[config.mk]
export PLATFORM = sky130hd
export DESIGN_NAME = and_vec_loader
export DESIGN_NICKNAME = d
export VERILOG_FILES = /design/src/rtl/and_loader_pkg.sv /design/src/rtl/and_hold_timer.sv /design/src/rtl/and_vec_loader.sv
export SDC_FILE = /design/constraint.sdc
export NUM_CORES = 1
export LEC_CHECK = 0
export CAP_MARGIN = 0
export CORE_MARGIN = 2
export CORE_UTILIZATION = 50
export CTS_BUF_LIST = sky130_fd_sc_hd__clkbuf_16
export CTS_CLUSTER_SIZE = 24
export DETAILED_ROUTE_END_ITERATION = 6
export GPL_TIMING_DRIVEN = 0
export PLACE_DENSITY = 0.73
export SLEW_MARGIN = 20
export SYNTH_ARGS = -nofsm -noshare
export SYNTH_HDL_FRONTEND = slang
export SYNTH_HIERARCHICAL = 1
export SYNTH_SLANG_ARGS = --single-unit
[constraint.sdc]
create_clock -name clk -period 3.7 [get_ports clk]
set_input_delay 0.37 -clock clk [delete_from_list [all_inputs] [get_ports clk]]
set_output_delay 0.37 -clock clk [all_outputs]
set_load 0.02 [all_outputs]
[src/rtl/and_loader_pkg.sv]
// Shared types and width helpers for the AND-gate vector loader.
//   state_e    : output FSM states
//   cnt_width  : bit-count register width for a given vector width
//   hold_width : hold-counter width for a given settle time
package and_loader_pkg;

  typedef enum logic [1:0] {
    IDLE   = 2'd0,
    SETTLE = 2'd1,
    STABLE = 2'd2
  } state_e;

  // Counter must represent 0..width inclusive.
  function automatic int unsigned cnt_width(input int unsigned width);
    return $clog2(width + 1);
  endfunction

  // Hold counter only ever holds 0..hold_cycles-1.
  function automatic int unsigned hold_width(input int unsigned hold_cycles);
    return (hold_cycles > 2) ? $clog2(hold_cycles) : 1;
  endfunction

endpackage

[src/rtl/and_hold_timer.sv]
// Loadable down-counter timing the settle window after a vector transfer.
//   clk, rst_n : clock, async active-low reset
//   load       : load counter with load_val
//   load_val   : reload value
//   run        : count down while high; counter stops at zero
//   done       : counter is zero while running
module and_hold_timer #(
  parameter int unsigned W = 2
) (
  input  logic         clk,
  input  logic         rst_n,
  input  logic         load,
  input  logic [W-1:0] load_val,
  input  logic         run,
  output logic         done
);

  logic [W-1:0] hold;

  // Down-counter that saturates at zero.
  always_ff @(posedge clk or negedge rst_n) begin
    if (!rst_n) begin
      hold <= '0;
    end else if (load) begin
      hold <= load_val;
    end else if (run && (hold != '0)) begin
      hold <= hold - W'(1);
    end
  end

  // Decoded directly from the counter register.
  assign done = run && (hold == '0);

endmodule

[src/rtl/and_vec_loader.sv]
// Serial-to-parallel feeder for a multi-input AND gate. Bits are collected
// LSB first into a shadow register, transferred to vec_out in one edge, and
// vec_out is flagged stable HOLD_CYCLES edges after the transfer. The next
// vector may be collected while the current one settles.
//   clk, rst_n   : clock, async active-low reset
//   bit_in       : serial data bit, LSB first
//   bit_valid    : bit_in valid this cycle
//   bit_ready    : loader accepts a bit this cycle
//   clear        : synchronous flush of the partially collected shadow
//   vec_out      : vector driving the gate input bus
//   vec_stable   : vec_out held for at least HOLD_CYCLES cycles
//   busy         : shadow non-empty or output settling
// Optional (AND_LOADER_SAMPLE_EN defined):
//   gate_out     : AND gate result
//   sample_q     : gate_out captured on entry to STABLE
//   sample_valid : one-cycle pulse when sample_q updates
module and_vec_loader #(
  parameter int unsigned WIDTH       = 4,
  parameter int unsigned HOLD_CYCLES = 3
) (
  input  logic             clk,
  input  logic             rst_n,
  input  logic             bit_in,
  input  logic             bit_valid,
  output logic             bit_ready,
  input  logic             clear,
  output logic [WIDTH-1:0] vec_out,
  output logic             vec_stable,
  output logic             busy
`ifdef AND_LOADER_SAMPLE_EN
  ,
  input  logic             gate_out,
  output logic             sample_q,
  output logic             sample_valid
`endif
);

  import and_loader_pkg::*;

  localparam int unsigned CW = cnt_width(WIDTH);
  localparam int unsigned HW = hold_width(HOLD_CYCLES);
  localparam logic [CW-1:0] CNT_FULL  = CW'(WIDTH);
  localparam logic [HW-1:0] HOLD_INIT = HW'(HOLD_CYCLES - 1);

  state_e           state, state_next;
  logic [CW-1:0]    cnt, cnt_next;
  logic [WIDTH-1:0] shadow, shadow_next;
  logic             full_c, accept_c, xfer_c, settle_c, hold_done_c;

  assign full_c   = (cnt == CNT_FULL);
  assign settle_c = (state == SETTLE);
  // clear beats both an accept and a pending transfer.
  assign accept_c = bit_valid && !full_c && !clear;
  assign xfer_c   = full_c && !clear && !settle_c;

  and_hold_timer #(
    .W(HW)
  ) u_hold (
    .clk      (clk),
    .rst_n    (rst_n),
    .load     (xfer_c),
    .load_val (HOLD_INIT),
    .run      (settle_c),
    .done     (hold_done_c)
  );

  // FSM state register.
  always_ff @(posedge clk or negedge rst_n) begin
    if (!rst_n) begin
      state <= IDLE;
    end else begin
      state <= state_next;
    end
  end

  // Next state plus next collect-side values.
  always_comb begin
    state_next  = state;
    cnt_next    = cnt;
    shadow_next = shadow;

    if (clear || xfer_c) begin
      cnt_next    = '0;
      shadow_next = '0;
    end else if (accept_c) begin
      for (int unsigned i = 0; i < WIDTH; i++) begin
        if (cnt == CW'(i)) begin
          shadow_next[i] = bit_in;
        end
      end
      cnt_next = cnt + CW'(1);
    end

    unique case (state)
      IDLE, STABLE: if (xfer_c) state_next = SETTLE;
      SETTLE:       if (hold_done_c) state_next = STABLE;
      default:      state_next = IDLE;
    endcase
  end

  // Collect registers and registered outputs, derived from next values.
  always_ff @(posedge clk or negedge rst_n) begin
    if (!rst_n) begin
      cnt        <= '0;
      shadow     <= '0;
      vec_out    <= '0;
      vec_stable <= 1'b0;
      bit_ready  <= 1'b1;
      busy       <= 1'b0;
    end else begin
      cnt        <= cnt_next;
      shadow     <= shadow_next;
      if (xfer_c) begin
        vec_out <= shadow;
      end
      vec_stable <= (state_next == STABLE);
      bit_ready  <= (cnt_next != CNT_FULL);
      busy       <= (cnt_next != '0) || (state_next == SETTLE);
    end
  end

`ifdef AND_LOADER_SAMPLE_EN
  logic enter_stable_c;

  assign enter_stable_c = settle_c && hold_done_c;

  // Capture the gate result once the vector has settled.
  always_ff @(posedge clk or negedge rst_n) begin
    if (!rst_n) begin
      sample_q     <= 1'b0;
      sample_valid <= 1'b0;
    end else begin
      sample_valid <= enter_stable_c;
      if (enter_stable_c) begin
        sample_q <= gate_out;
      end
    end
  end
`else
  // No gate sampling path in this build.
`endif

endmodule
======== Word-level counts from Yosys, hierarchy flattened ========
Index checks and enable logic that the tools add are counted.
operators by class
  add/subtract/negate cells ............... 2
  eq/ne operators ......................... 9
  muxes and demuxes ....................... 13
  reductions and logical operators ........ 27
operators by type and width
  kind                   count
  $reduce_bool A2 Y1     7
  $mux W2                4
  $mux W4                2
  $reduce_and A2 Y1      4
  $eq A3 B2 Y1 const B   2
  $logic_and A1 B1 Y1    6
  $mux W3                2
  $eq A2 B1 Y1 const B   2
  $eq A2 B2 Y1 const B   2
  $logic_not A2 Y1       2
  $mux W1                4
  $pmux W2 S2            1
  $add A3 B1 Y3 const B  1
  $eq A3 B1 Y1 const B   1
  $eq A3 B3 Y1 const B   1
  $logic_not A1 Y1       3
  $logic_not A3 Y1       1
  $ne A3 B3 Y1 const B   1
  $reduce_bool A3 Y1     1
  $logic_or A1 B1 Y1     2
  $reduce_or A2 Y1       1
  $sub A2 B1 Y2 const B  1
storage, ports and cells
  register bits ........................... 18
  logic and storage cells ................. 62

======== Logic depth before layout (Yosys ltp) ========
Gate-level depths: netlist (run 1).
  depth in word-level cells ............... 8
  mapped depth ............................ 6
  depth with buffers taken out ............ 6

======== Hierarchy ========
Netlist (run 1), hierarchy kept.
modules (own cells, without submodules)
  module          times used  cells an instance  area each (um2)  seq. area each (um2)
  and_vec_loader  1           75                 792.0            401.6
  and_hold_timer  1           14                 137.6            50.0

======== Least setup slack after synthesis (run 1) ========
Ideal clock, no wire load.
  kind .................................... flip-flop to flip-flop
  from .................................... register cnt[0]
  to ...................................... register vec_out[0]
  library setup time ...................... 125 ps
  data arrival time ....................... 1561 ps
  slack ................................... 2014 ps
  stages on the path, launching flop included .. 6
  cells stage by stage .................... dfrtp_1 inv_1 ha_1 nand2_1 nor3_2 mux2_2
between the ends
  cells in the longest elaborated chain, start to end .. 3
RTL lines
  item                               RTL line               source
  start: declaration                 and_vec_loader.sv:46   logic [CW-1:0] cnt, cnt_next;
  start signal: assignment           and_vec_loader.sv:111  cnt <= cnt_next;
  $eq A3 B3 Y1                       and_vec_loader.sv:50   assign full_c = (cnt == CNT_FULL);
  $logic_and A1 B1 Y1 (2 in series)  and_vec_loader.sv:54   assign xfer_c = full_c && !clear && !settle_c;
  via xfer_c                         and_vec_loader.sv:48   logic full_c, accept_c, xfer_c, settle_c, hold_done_c;
  end signal: assignment             and_vec_loader.sv:114  vec_out <= shadow;
  end: declaration                   and_vec_loader.sv:27   output logic [WIDTH-1:0] vec_out,
The timed path passes the listed nets, and every way through them passes these cells.
A chain may end at the register's enable or synchronous reset.

======== Worst setup path in the final report (run 1) ========
  from .................................... register cnt[0]
  to ...................................... register vec_out[2]
The elaborated chain is that of the path after synthesis.

==> reports/qor.json, run 1 <==
{
  "setup_path": {
    "worst_ep_arrival_time_ns": 2.08,
    "setup.worst_path.start": "cnt[0]$_DFF_PN0_",
    "critPathBufInv": 1,
    "worstPathCellList": "inv_1 > ha_1 > nand2_1 > nor3_2 > mux2_2",
    "path_depth": 5,
    "r2r-end": "vec_out[2]$_DFFE_PN0P_",
    "critPathLaunchType": "flip-flop",
    "critPathSlowestCell": "nor3_2",
    "crit_path_max_fo": 10,
    "rrSetupSlack_ns": 1.76,
    "worst-endpoint-required_ns": 3.83,
    "ff2ff_path_depth": 5,
    "critical_path_class": "flip-flop to flip-flop",
    "setup.worst_path.end_class": "flip-flop",
    "crit_path_max_incr_delay_ns": 0.50,
    "crit_path_max_delay_family": "simple AND/OR/NAND/NOR gates",
    "r2r-start": "cnt[0]$_DFF_PN0_"
  },
  "synthesis": {
    "synth.mux.area_fraction_pct": 5.92,
    "syn-mean-instance-area_sq_um": 10.4,
    "combinational_family_with_the_most_area_after_synthesis": "simple AND/OR/NAND/NOR gates",
    "synthesis.yosys.warnings": 6,
    "synth.lib_cells_used.distinct": 30,
    "fraction_of_the_mapped_netlist_area_in_compound_gates_pct": 12.5,
    "synthAdderAreaFrac_pct": 8.08,
    "synth_seq_cells": 18,
    "synth.cell_area_sq_um": 930,
    "yosys.area_share.simple_pct": 20.3,
    "syn-instance-count": 89,
    "seq_area_frac_synth_pct": 48.6,
    "postSynthNetCount": 100,
    "synth_xor_xnor_area_share_pct": 0.942
  },
  "finish": {
    "fillerInstances": 162,
    "insertedDiodeCount": 0,
    "final_layout_size_suffix_gt1_share_pct": 14.4,
    "layout_common_cells": "dfrtp_1 (17), nand2_1 (13), clkdlybuf4s50_1 (11)",
    "areaGrowthSynthToFinish_pct": 23.7,
    "layout.nets": 116,
    "final_common_cell": "dfrtp_1",
    "postLayoutCoreUtil_pct": 65.9
  },
  "power_and_ir_drop": {
    "total_leakage_power_nw": 0.543,
    "ir_drop_mv": 0.385,
    "power_density_nw_per_um2": 472,
    "power.total_uw": 543
  },
  "routing": {
    "drcViolationCount": 0,
    "routed_via_density": 5.16,
    "first_pass_iters": 4,
    "wl_per_cell_um": 12.1,
    "dr.first_iter.drc_count": 5,
    "ant_nets": 0,
    "via_count": 665,
    "wl_mm": 1.56
  },
  "place": {
    "gp_congestion": 0.734,
    "detailedPlacementHpwl_mm": 1.14,
    "io_buffers": 11
  },
  "floorplanning": {
    "number_of_top_level_pins": 12,
    "die_w_um": 47.1,
    "initial_core_util_pct": 53.3,
    "die_h_um": 47.1,
    "area_enclosed_by_the_die_boundary_sq_um": 2220,
    "floorplan.rows": 15,
    "core_sq_um": 1750
  },
  "timing": {
    "grt_setup_unrepaired": "false",
    "fin_worst_skew_ns": 0.00139,
    "total_negative_slack_for_setup_checks_ns": 0,
    "report.final.slew_viol_count": 0,
    "timing.final.hold_violations": 0,
    "final_clock_period_utilization_by_the_worst_path_pct": 52.5,
    "setup_viol": 0,
    "fin_crit_ns": 1.94,
    "fmax_ghz": 0.515,
    "worst_pin_slew_ns": 0.808,
    "slew_headroom_pct": 46.0
  },
  "min_path": {
    "holdPathStages": 1,
    "hp-class": "flip-flop to flip-flop",
    "hold_path_end": "vec_out[3]$_DFFE_PN0P_",
    "hold_path_startpoint": "vec_out[3]$_DFFE_PN0P_"
  },
  "clock_network": {
    "cts_sinks": 18,
    "cts.path.max_buffers": 2,
    "ctsRootBufferMaster": "clkbuf_16",
    "cts_tree": "yes",
    "cts_htree_levels": 1,
    "count_of_hold_buffers_inserted_by_post_cts_repair": 0,
    "post-cts-setup-buffer-count": 0,
    "cts-buffers-inserted": 3,
    "worst_setup_hold_path_clk_slew_ns": 0.05,
    "clkLatencyLatePin_ns": 0.25,
    "resize_count_post_cts": 0
  },
  "run_status": {
    "outcome": "completed"
  },
  "run": {
    "maxCapViolations": 0
  },
  "grt": {
    "antenna_violations_before_repair": 0,
    "grtUsageTotal_pct": 18.3,
    "grt_start_max_net_pins": 19,
    "grt_pass1_wl_mm": 2.72,
    "globalRoute.totalOverflow": 0,
    "number_of_global_route_vias_before_repair": 624
  }
}
==> report_power, final <==
| group | switching (mW) | leakage [nW] | internal (mW) | total [mW] |
|---|---|---|---|---|
| clock network | 0.0725 | 0.0385 | 0.144 | 0.216 |
| registers | 0.0110 | 0.240 | 0.217 | 0.228 |
| logic | 0.0531 | 0.264 | 0.0455 | 0.0986 |
==> worst max-delay path by stage <==
stage	endpoint	slack [ns]
finish	vec_out[2]$_DFFE_PN0P_	1.76
global route	vec_out[3]$_DFFE_PN0P_	1.58
CTS	vec_out[2]$_DFFE_PN0P_	1.73
detailed placement	bit_ready$_DFF_PN1_	1.69
global placement	bit_ready$_DFF_PN1_	1.71
floorplan	vec_out[0]$_DFFE_PN0P_	2.01
==> layer usage <==
layer	vias to the layer above	track usage, %	part of all wire (%)
met1	323	24.1	47
met4	0	11.7	2.6
li1	326	-	-
met2	11	27.4	48
met3	5	3.46	2.1
met5	-	0	0
==> Yosys cell counts, drive strengths merged <==
| cell type | number | area, sq um |
|---|---|---|
| a21bo | 1 | 10.0 |
| a21boi | 2 | 18.8 |
| a21oi | 5 | 25.0 |
| and2 | 1 | 6.26 |
| conb | 2 | 7.51 |
| dfrtp | 17 | 425 |
| dfstp | 1 | 26.3 |
| ha | 6 | 75.1 |
| inv | 7 | 26.3 |
| mux2 | 4 | 45.0 |
| mux2i | 1 | 10.0 |
| nand2 | 13 | 48.8 |
| nand2b | 2 | 12.5 |
| nand3 | 4 | 20.0 |
| nor2 | 4 | 15.0 |
| nor2b | 4 | 25.0 |
| nor3 | 1 | 10.0 |
| o211ai | 1 | 12.5 |
| o21ai | 3 | 15.0 |
| o21ba | 1 | 10.0 |
| o311ai | 1 | 8.76 |
| o32ai | 1 | 16.3 |
| or2 | 2 | 15.0 |
| or2b | 1 | 7.51 |
| or3b | 1 | 8.76 |
| or4b | 2 | 20.0 |
| xnor2 | 1 | 8.76 |
==> registers in the layout, summed over array words and instances, names as in the netlist <==
register and count:
bit_ready 1, busy 1, cnt 3, shadow 4, state 2, u_hold/hold 2
vec_out 4, vec_stable 1
==> cell type report <==
class / count / area (sq um) / area share (%)
repair buffers: 11 / 110 / 9.58
multi-input cells: 64 / 452 / 39.3
flip-flops and latches: 18 / 452 / 39.3
clock buffers: 3 / 75.1 / 6.53
well taps: 25 / 31.3 / 2.72
clock inverters: 1 / 3.75 / 0.326
inverters: 7 / 26.3 / 2.29
==> per-stage QoR <==
step           cell area, sq um  worst slack, ns  cells  hold WS [ns]
2_1_floorplan               930             2.01     89        0.0744
3_3_place_gp               1070             1.71    125         0.489
3_5_place_dp               1070             1.69    125         0.495
4_1_cts                    1150             1.73    129         0.506
5_1_grt                    1150             1.58    129         0.518
6_report                   1150             1.76    129         0.501
==> worst reg2reg max path: cells and delay by family, from the launching register on <==
kind | cells | cell delay, ns
flops | 1 | 0.39
simple gates | 2 | 0.66
fa+ha+maj | 1 | 0.25
buf+inv | 1 | 0.13
mux | 1 | 0.40
==> kinds of logic (layout without fill, tap and decap cells) <==
kind of cell / count (synthesis) / in the layout
fa+ha+maj: 6 / 6
other cells: 2 / 2
compound gates: 15 / 15
simple gates: 35 / 35
flops: 18 / 18
buf+inv: 7 / 22
xor+xnor: 1 / 1
mux: 5 / 5
Power figures use the tool's default switching activity.
==> run 2, diff against run 1 <==
CORE_UTILIZATION = 47   (was 50)
PLACE_DENSITY = 0.72   (was 0.73)
clock period = 1.7 ns   (was 3.7 ns; I/O delays follow)
==> run 2 against run 1 <==
Against the previous run: utilization shrank 1.4 points; critical path type unchanged; setup slack lost 1.7 ns; sequential cell count is the same; register-to-register slack lost 1.7 ns; routed wire length grew 1.8%; sequential share of layout area shrank 2.7 points; clock skew grew 0.0020 ns; via count shrank 0.75%; clock-buffer cell count is the same; global-route usage shrank 2.8 points.
==> reports/qor.json, run 2 (synthesis results as in run 1) <==
{
  "clock_network": {
    "ctsRootBufferMaster": "clkbuf_16",
    "cts.path.max_buffers": 2,
    "cts_sinks": 18,
    "cts-buffers-inserted": 3,
    "cts_htree_levels": 1,
    "clkLatencyLatePin_ns": 0.24,
    "cts_tree": "yes",
    "worst_setup_hold_path_clk_slew_ns": 0.05
  },
  "grt": {
    "grt.busiest_layer": "met2",
    "grt_pass1_wl_mm": 2.78,
    "antenna_violations_before_repair": 0,
    "globalRoute.totalOverflow": 0,
    "number_of_global_route_vias_before_repair": 638,
    "globalRouteMet1Util_pct": 18.6,
    "grtUsageTotal_pct": 15.5,
    "grt_util_met2_pct": 26.9,
    "grt_start_max_net_pins": 19,
    "met3_usage_pct": 3.09
  },
  "run_status": {
    "outcome": "completed"
  },
  "setup_path": {
    "worst-endpoint-required_ns": 1.87,
    "worst_ep_arrival_time_ns": 1.85,
    "critPathLaunchType": "flip-flop",
    "crit_path_max_fo": 5,
    "critical_path_class": "flip-flop to flip-flop",
    "setup.worst_path.end_class": "flip-flop",
    "rrSetupSlack_ns": 0.02
  },
  "place": {
    "placed_cells_incl_taps": 127,
    "detailedPlacementHpwl_mm": 1.05,
    "gp_congestion": 0.769,
    "io_buffers": 11
  },
  "routing": {
    "wl_per_cell_um": 11.8,
    "dr.first_iter.drc_count": 4,
    "first_pass_iters": 2,
    "ant_nets": 0,
    "routed_via_density": 4.93,
    "wl_mm": 1.59,
    "via_count": 660,
    "drcViolationCount": 0
  },
  "timing": {
    "total_negative_slack_for_setup_checks_ns": 0,
    "fmax_ghz": 0.595,
    "worst_pin_slew_ns": 0.779,
    "slew_headroom_pct": 47.9,
    "final_clock_period_utilization_by_the_worst_path_pct": 98.8,
    "fin_worst_skew_ns": 0.00337,
    "grt_setup_unrepaired": "true",
    "timing.final.hold_violations": 0,
    "fin_crit_ns": 1.68,
    "report.final.slew_viol_count": 0,
    "setup_viol": 0
  },
  "floorplanning": {
    "initial_core_util_pct": 48.4,
    "floorplan.rows": 16,
    "core_sq_um": 1920,
    "area_enclosed_by_the_die_boundary_sq_um": 2350,
    "die_h_um": 48.5,
    "die_w_um": 48.5,
    "number_of_top_level_pins": 12
  },
  "finish": {
    "insertedDiodeCount": 0,
    "largest_registers": "shadow (4), vec_out (4), cnt (3)",
    "layout_common_cells": "dfrtp_1 (16), nand2_1 (12), clkdlybuf4s50_1 (11)",
    "final_layout_size_suffix_gt1_share_pct": 27.1,
    "final_common_cell": "dfrtp_1",
    "instances_no_fill": 134,
    "layout.nets": 119,
    "areaGrowthSynthToFinish_pct": 33.2
  },
  "power_and_ir_drop": {
    "total_leakage_power_nw": 0.557,
    "power_density_nw_per_um2": 963,
    "ir_drop_mv": 0.649
  },
  "min_path": {
    "hp-class": "input port to asynchronous set/reset pin"
  },
  "run": {
    "maxCapViolations": 0
  }
}
## run 2: cell types whose count changed in the layout (fill, tap and decap cells not counted), sizes merged
cell / delta
buf: +2
nor3: +1
## run 2: what timing repair did
| action | CTS | global route |
|---|---|---|
| resized for setup | 9 | 7 |
| endpoints found under the setup margin | 15 | 5 |
| hold buffers | 0 | 0 |
| gates cloned | 1 | 0 |
| setup buffers | 1 | 1 |
| pin swaps | 2 | 5 |
## run 2: critical path, stage by stage (launching register included)
cell      delay [ns]
dfrtp_1         0.39
inv_2           0.08
ha_4            0.18
a21bo_4         0.22
or2_4           0.23
a21boi_2        0.14
or3b_1          0.36
## run 2: path summary, 6_finish.rpt
check / cells past startpoint / start / end
max in group asynchronous: 1 / rst_n / cnt[2]$_DFF_PN0_
min in group clk: 1 / vec_out[2]$_DFFE_PN0P_ / vec_out[2]$_DFFE_PN0P_
max: 6 / cnt[0]$_DFF_PN0_ / bit_ready$_DFF_PN1_
min: 1 / rst_n / busy$_DFF_PN0_
max reg2reg: 6 / cnt[0]$_DFF_PN0_ / bit_ready$_DFF_PN1_
min reg2reg: 1 / vec_out[2]$_DFFE_PN0P_ / vec_out[2]$_DFFE_PN0P_
## run 2: where the power goes
group	internal [mW]	switching, mW	leakage (nW)	total, mW
Combinational	0.115	0.125	0.280	0.240
Sequential	0.472	0.0228	0.239	0.495
Clock	0.312	0.146	0.0385	0.458
Total	0.900	0.293	0.557	1.19
## run 2: area by class of cell
cell class,instances,area [sq um]
well taps,27,33.8
clock inverters,1,3.75
clock buffers,3,75.1
inverters,7,26.3
repair buffers,13,125
fillers,166,683
multi-input cells,65,522
flip-flops and latches,18,453
## run 2: metal layers
| metal | up-vias | wire length, um |
|---|---|---|
| met5 | - | 0 |
| met4 | 0 | 28 |
| met3 | 4 | 45 |
| met2 | 10 | 781 |
| met1 | 310 | 730 |
| li1 | 336 | - |
## run 2: per-stage QoR
| step | utilization [%] | area, sq um | setup slack, ns | hold WS [ns] | power [mW] |
|---|---|---|---|---|---|
| final | 64.5 | 1240 | 0.0199 | 0.383 | 1.19 |
| after global routing | 64.5 | 1240 | -0.0353 | 0.475 | 1.26 |
| after CTS | 62.4 | 1200 | 0.0178 | 0.418 | 1.19 |
| after detailed placement | 55.9 | 1070 | -0.244 | 0.494 | 0.712 |
| after global placement | 55.9 | 1070 | -0.238 | 0.489 | 0.704 |
| after floorplan | - | 930 | 0.0138 | -0.126 | 0.646 |
==> run 3, diff against run 2 <==
CELL_PAD_IN_SITES_DETAIL_PLACEMENT = 0   (was unset)
CELL_PAD_IN_SITES_GLOBAL_PLACEMENT = 1   (was unset)
CORE_UTILIZATION = 37   (was 47)
CTS_CLUSTER_DIAMETER = 50   (was unset)
PLACE_DENSITY = unset   (was 0.72)
PLACE_DENSITY_LB_ADDON = 0.1   (was unset)
==> run 3 against run 2 <==
Against the previous run: sequential cell count did not move; hold slack improved by 0.024 ns; combinational power rose by 7%; power rose by 1.7%; clock skew fell by 0.0030 ns; clock-buffer cell count did not move; sequential share of layout area fell by 1.2 points; cell count rose by 3.7%; largest cell class unchanged; largest power group unchanged.
==> reports/qor.json, run 3 (synthesis results as in run 1) <==
{
  "grt": {
    "number_of_global_route_vias_before_repair": 594,
    "antenna_violations_before_repair": 0,
    "grt_pass1_wl_mm": 2.65,
    "grtUsageTotal_pct": 12.9,
    "grt_start_max_net_pins": 19,
    "globalRoute.totalOverflow": 0
  },
  "finish": {
    "multi_input_comb_area_sq_um": 524,
    "areaGrowthSynthToFinish_pct": 37.7,
    "largest_registers": "shadow (4), vec_out (4), cnt (3)",
    "layout.nets": 121,
    "final_common_cell": "dfrtp_1",
    "final_layout_size_suffix_gt1_share_pct": 29.4,
    "fillerInstances": 227,
    "postLayoutCoreUtil_pct": 52.6,
    "seqCellArea_sq_um": 453,
    "insertedDiodeCount": 0,
    "layout_common_cells": "dfrtp_1 (16), nand2_1 (12), clkdlybuf4s50_1 (11)"
  },
  "floorplanning": {
    "area_enclosed_by_the_die_boundary_sq_um": 2930,
    "initial_core_util_pct": 38.2,
    "die_w_um": 54.1,
    "floorplan.rows": 18,
    "number_of_top_level_pins": 12,
    "core_sq_um": 2430,
    "die_h_um": 54.1
  },
  "clock_network": {
    "cts.path.max_buffers": 2,
    "clkLatencyLatePin_ns": 0.24,
    "ctsRootBufferMaster": "clkbuf_16",
    "cts_tree": "yes",
    "cts_htree_levels": 1,
    "count_of_hold_buffers_inserted_by_post_cts_repair": 0,
    "cts-buffers-inserted": 3,
    "worst_setup_hold_path_clk_slew_ns": 0.05,
    "cts_sinks": 18
  },
  "routing": {
    "ant_nets": 0,
    "routed_via_density": 4.73,
    "dr.first_iter.drc_count": 6,
    "via_count": 658,
    "first_pass_iters": 3,
    "wl_mm": 1.61,
    "drcViolationCount": 0,
    "wl_per_cell_um": 11.6
  },
  "timing": {
    "final_clock_period_utilization_by_the_worst_path_pct": 97.3,
    "fin_worst_skew_ns": 0.000363,
    "timing.final.hold_violations": 0,
    "grt_setup_unrepaired": "true",
    "total_negative_slack_for_setup_checks_ns": 0,
    "setup_viol": 0,
    "slew_headroom_pct": 44.3,
    "worst_pin_slew_ns": 0.833,
    "fin_crit_ns": 1.65,
    "fmax_ghz": 0.604,
    "report.final.slew_viol_count": 0,
    "fin_ws_ns": 0.0455
  },
  "setup_path": {
    "r2r-end": "bit_ready$_DFF_PN1_",
    "rrSetupSlack_ns": 0.05,
    "critical_path_class": "flip-flop to flip-flop",
    "worst_ep_arrival_time_ns": 1.82,
    "ff2ff_path_depth": 6,
    "critPathLaunchType": "flip-flop",
    "worst-endpoint-required_ns": 1.87,
    "crit_path_max_fo": 4,
    "setup.worst_path.end_class": "flip-flop",
    "r2r-start": "cnt[1]$_DFF_PN0_",
    "critPathSlowestCell": "dfrtp_1",
    "worstPathCellList": "inv_2 > ha_4 > a21bo_4 > or2_4 > a21boi_2 > or3b_1",
    "crit_path_max_incr_delay_ns": 0.38
  },
  "place": {
    "io_buffers": 11,
    "placement.setup.worst_slack_ns": -0.335,
    "detailedPlacementHpwl_mm": 1.13,
    "gp_congestion": 0.681
  },
  "power_and_ir_drop": {
    "total_leakage_power_nw": 0.593,
    "power_density_nw_per_um2": 948,
    "ir_drop_mv": 0.796
  },
  "min_path": {
    "hp-class": "input port to asynchronous set/reset pin"
  },
  "run_status": {
    "outcome": "completed"
  },
  "run": {
    "maxCapViolations": 0
  }
}
run 3: report_power, final:
part           total, mW  switching [mW]  internal (mW)
sequential         0.494          0.0222          0.472
clock              0.462           0.150          0.312
combinational      0.258           0.130          0.127
run 3: area by class of cell:
cell class / count / area share [%]
repair buffers: 16 / 12.5
multi-input cells: 64 / 41.0
inverters: 7 / 2.05
flip-flops and latches: 18 / 35.4
clock inverters: 1 / 0.293
clock buffers: 3 / 5.87
well taps: 30 / 2.93
run 3: per-stage QoR:
stage          instance area [sq um]  hold slack [ns]  instances  total power, mW
5_1_grt                         1280            0.479        139             1.28
4_1_cts                         1230            0.434        136             1.21
3_3_place_gp                    1080            0.489        130            0.710
2_1_floorplan                    930           -0.126         89            0.646
3_5_place_dp                    1080            0.494        130            0.715
6_report                        1280            0.407        139             1.21
run 3: timing repair:
item | in CTS | in global routing
endpoints found under the setup margin | 15 | 3
setup buffers | 2 | 3
pin swaps | 1 | 6
gates resized for setup | 11 | 8
run 3: how the worst max path moves through the flow:
stage                startpoint                     end  slack [ns]  cells after the start
5_1_grt        cnt[1]$_DFF_PN0_     bit_ready$_DFF_PN1_       -0.03                      6
3_3_place_gp   cnt[0]$_DFF_PN0_  vec_out[1]$_DFFE_PN0P_       -0.28                      5
2_1_floorplan  cnt[0]$_DFF_PN0_  vec_out[0]$_DFFE_PN0P_        0.01                      5
4_1_cts        cnt[1]$_DFF_PN0_     bit_ready$_DFF_PN1_        0.02                      6
6_report       cnt[1]$_DFF_PN0_     bit_ready$_DFF_PN1_        0.05                      6
3_5_place_dp   cnt[0]$_DFF_PN0_  vec_out[1]$_DFFE_PN0P_       -0.34                      5
run 3: per-layer routing:
layer	wire (um)	track usage, %	up-vias	share of wire (%)
met2	726	20.5	10	45
met4	10	2.50	0	0.62
met5	0	0	-	0
met3	75	6.39	2	4.6
met1	800	15.7	306	50
li1	-	-	340	-
run 3: worst max-delay path: cells and delay by family (launching register included):
family	cells	cell delay [ns]
flops	1	0.38
compound gates	2	0.35
simple gates	2	0.58
fa+ha+maj	1	0.18
buf+inv	1	0.07
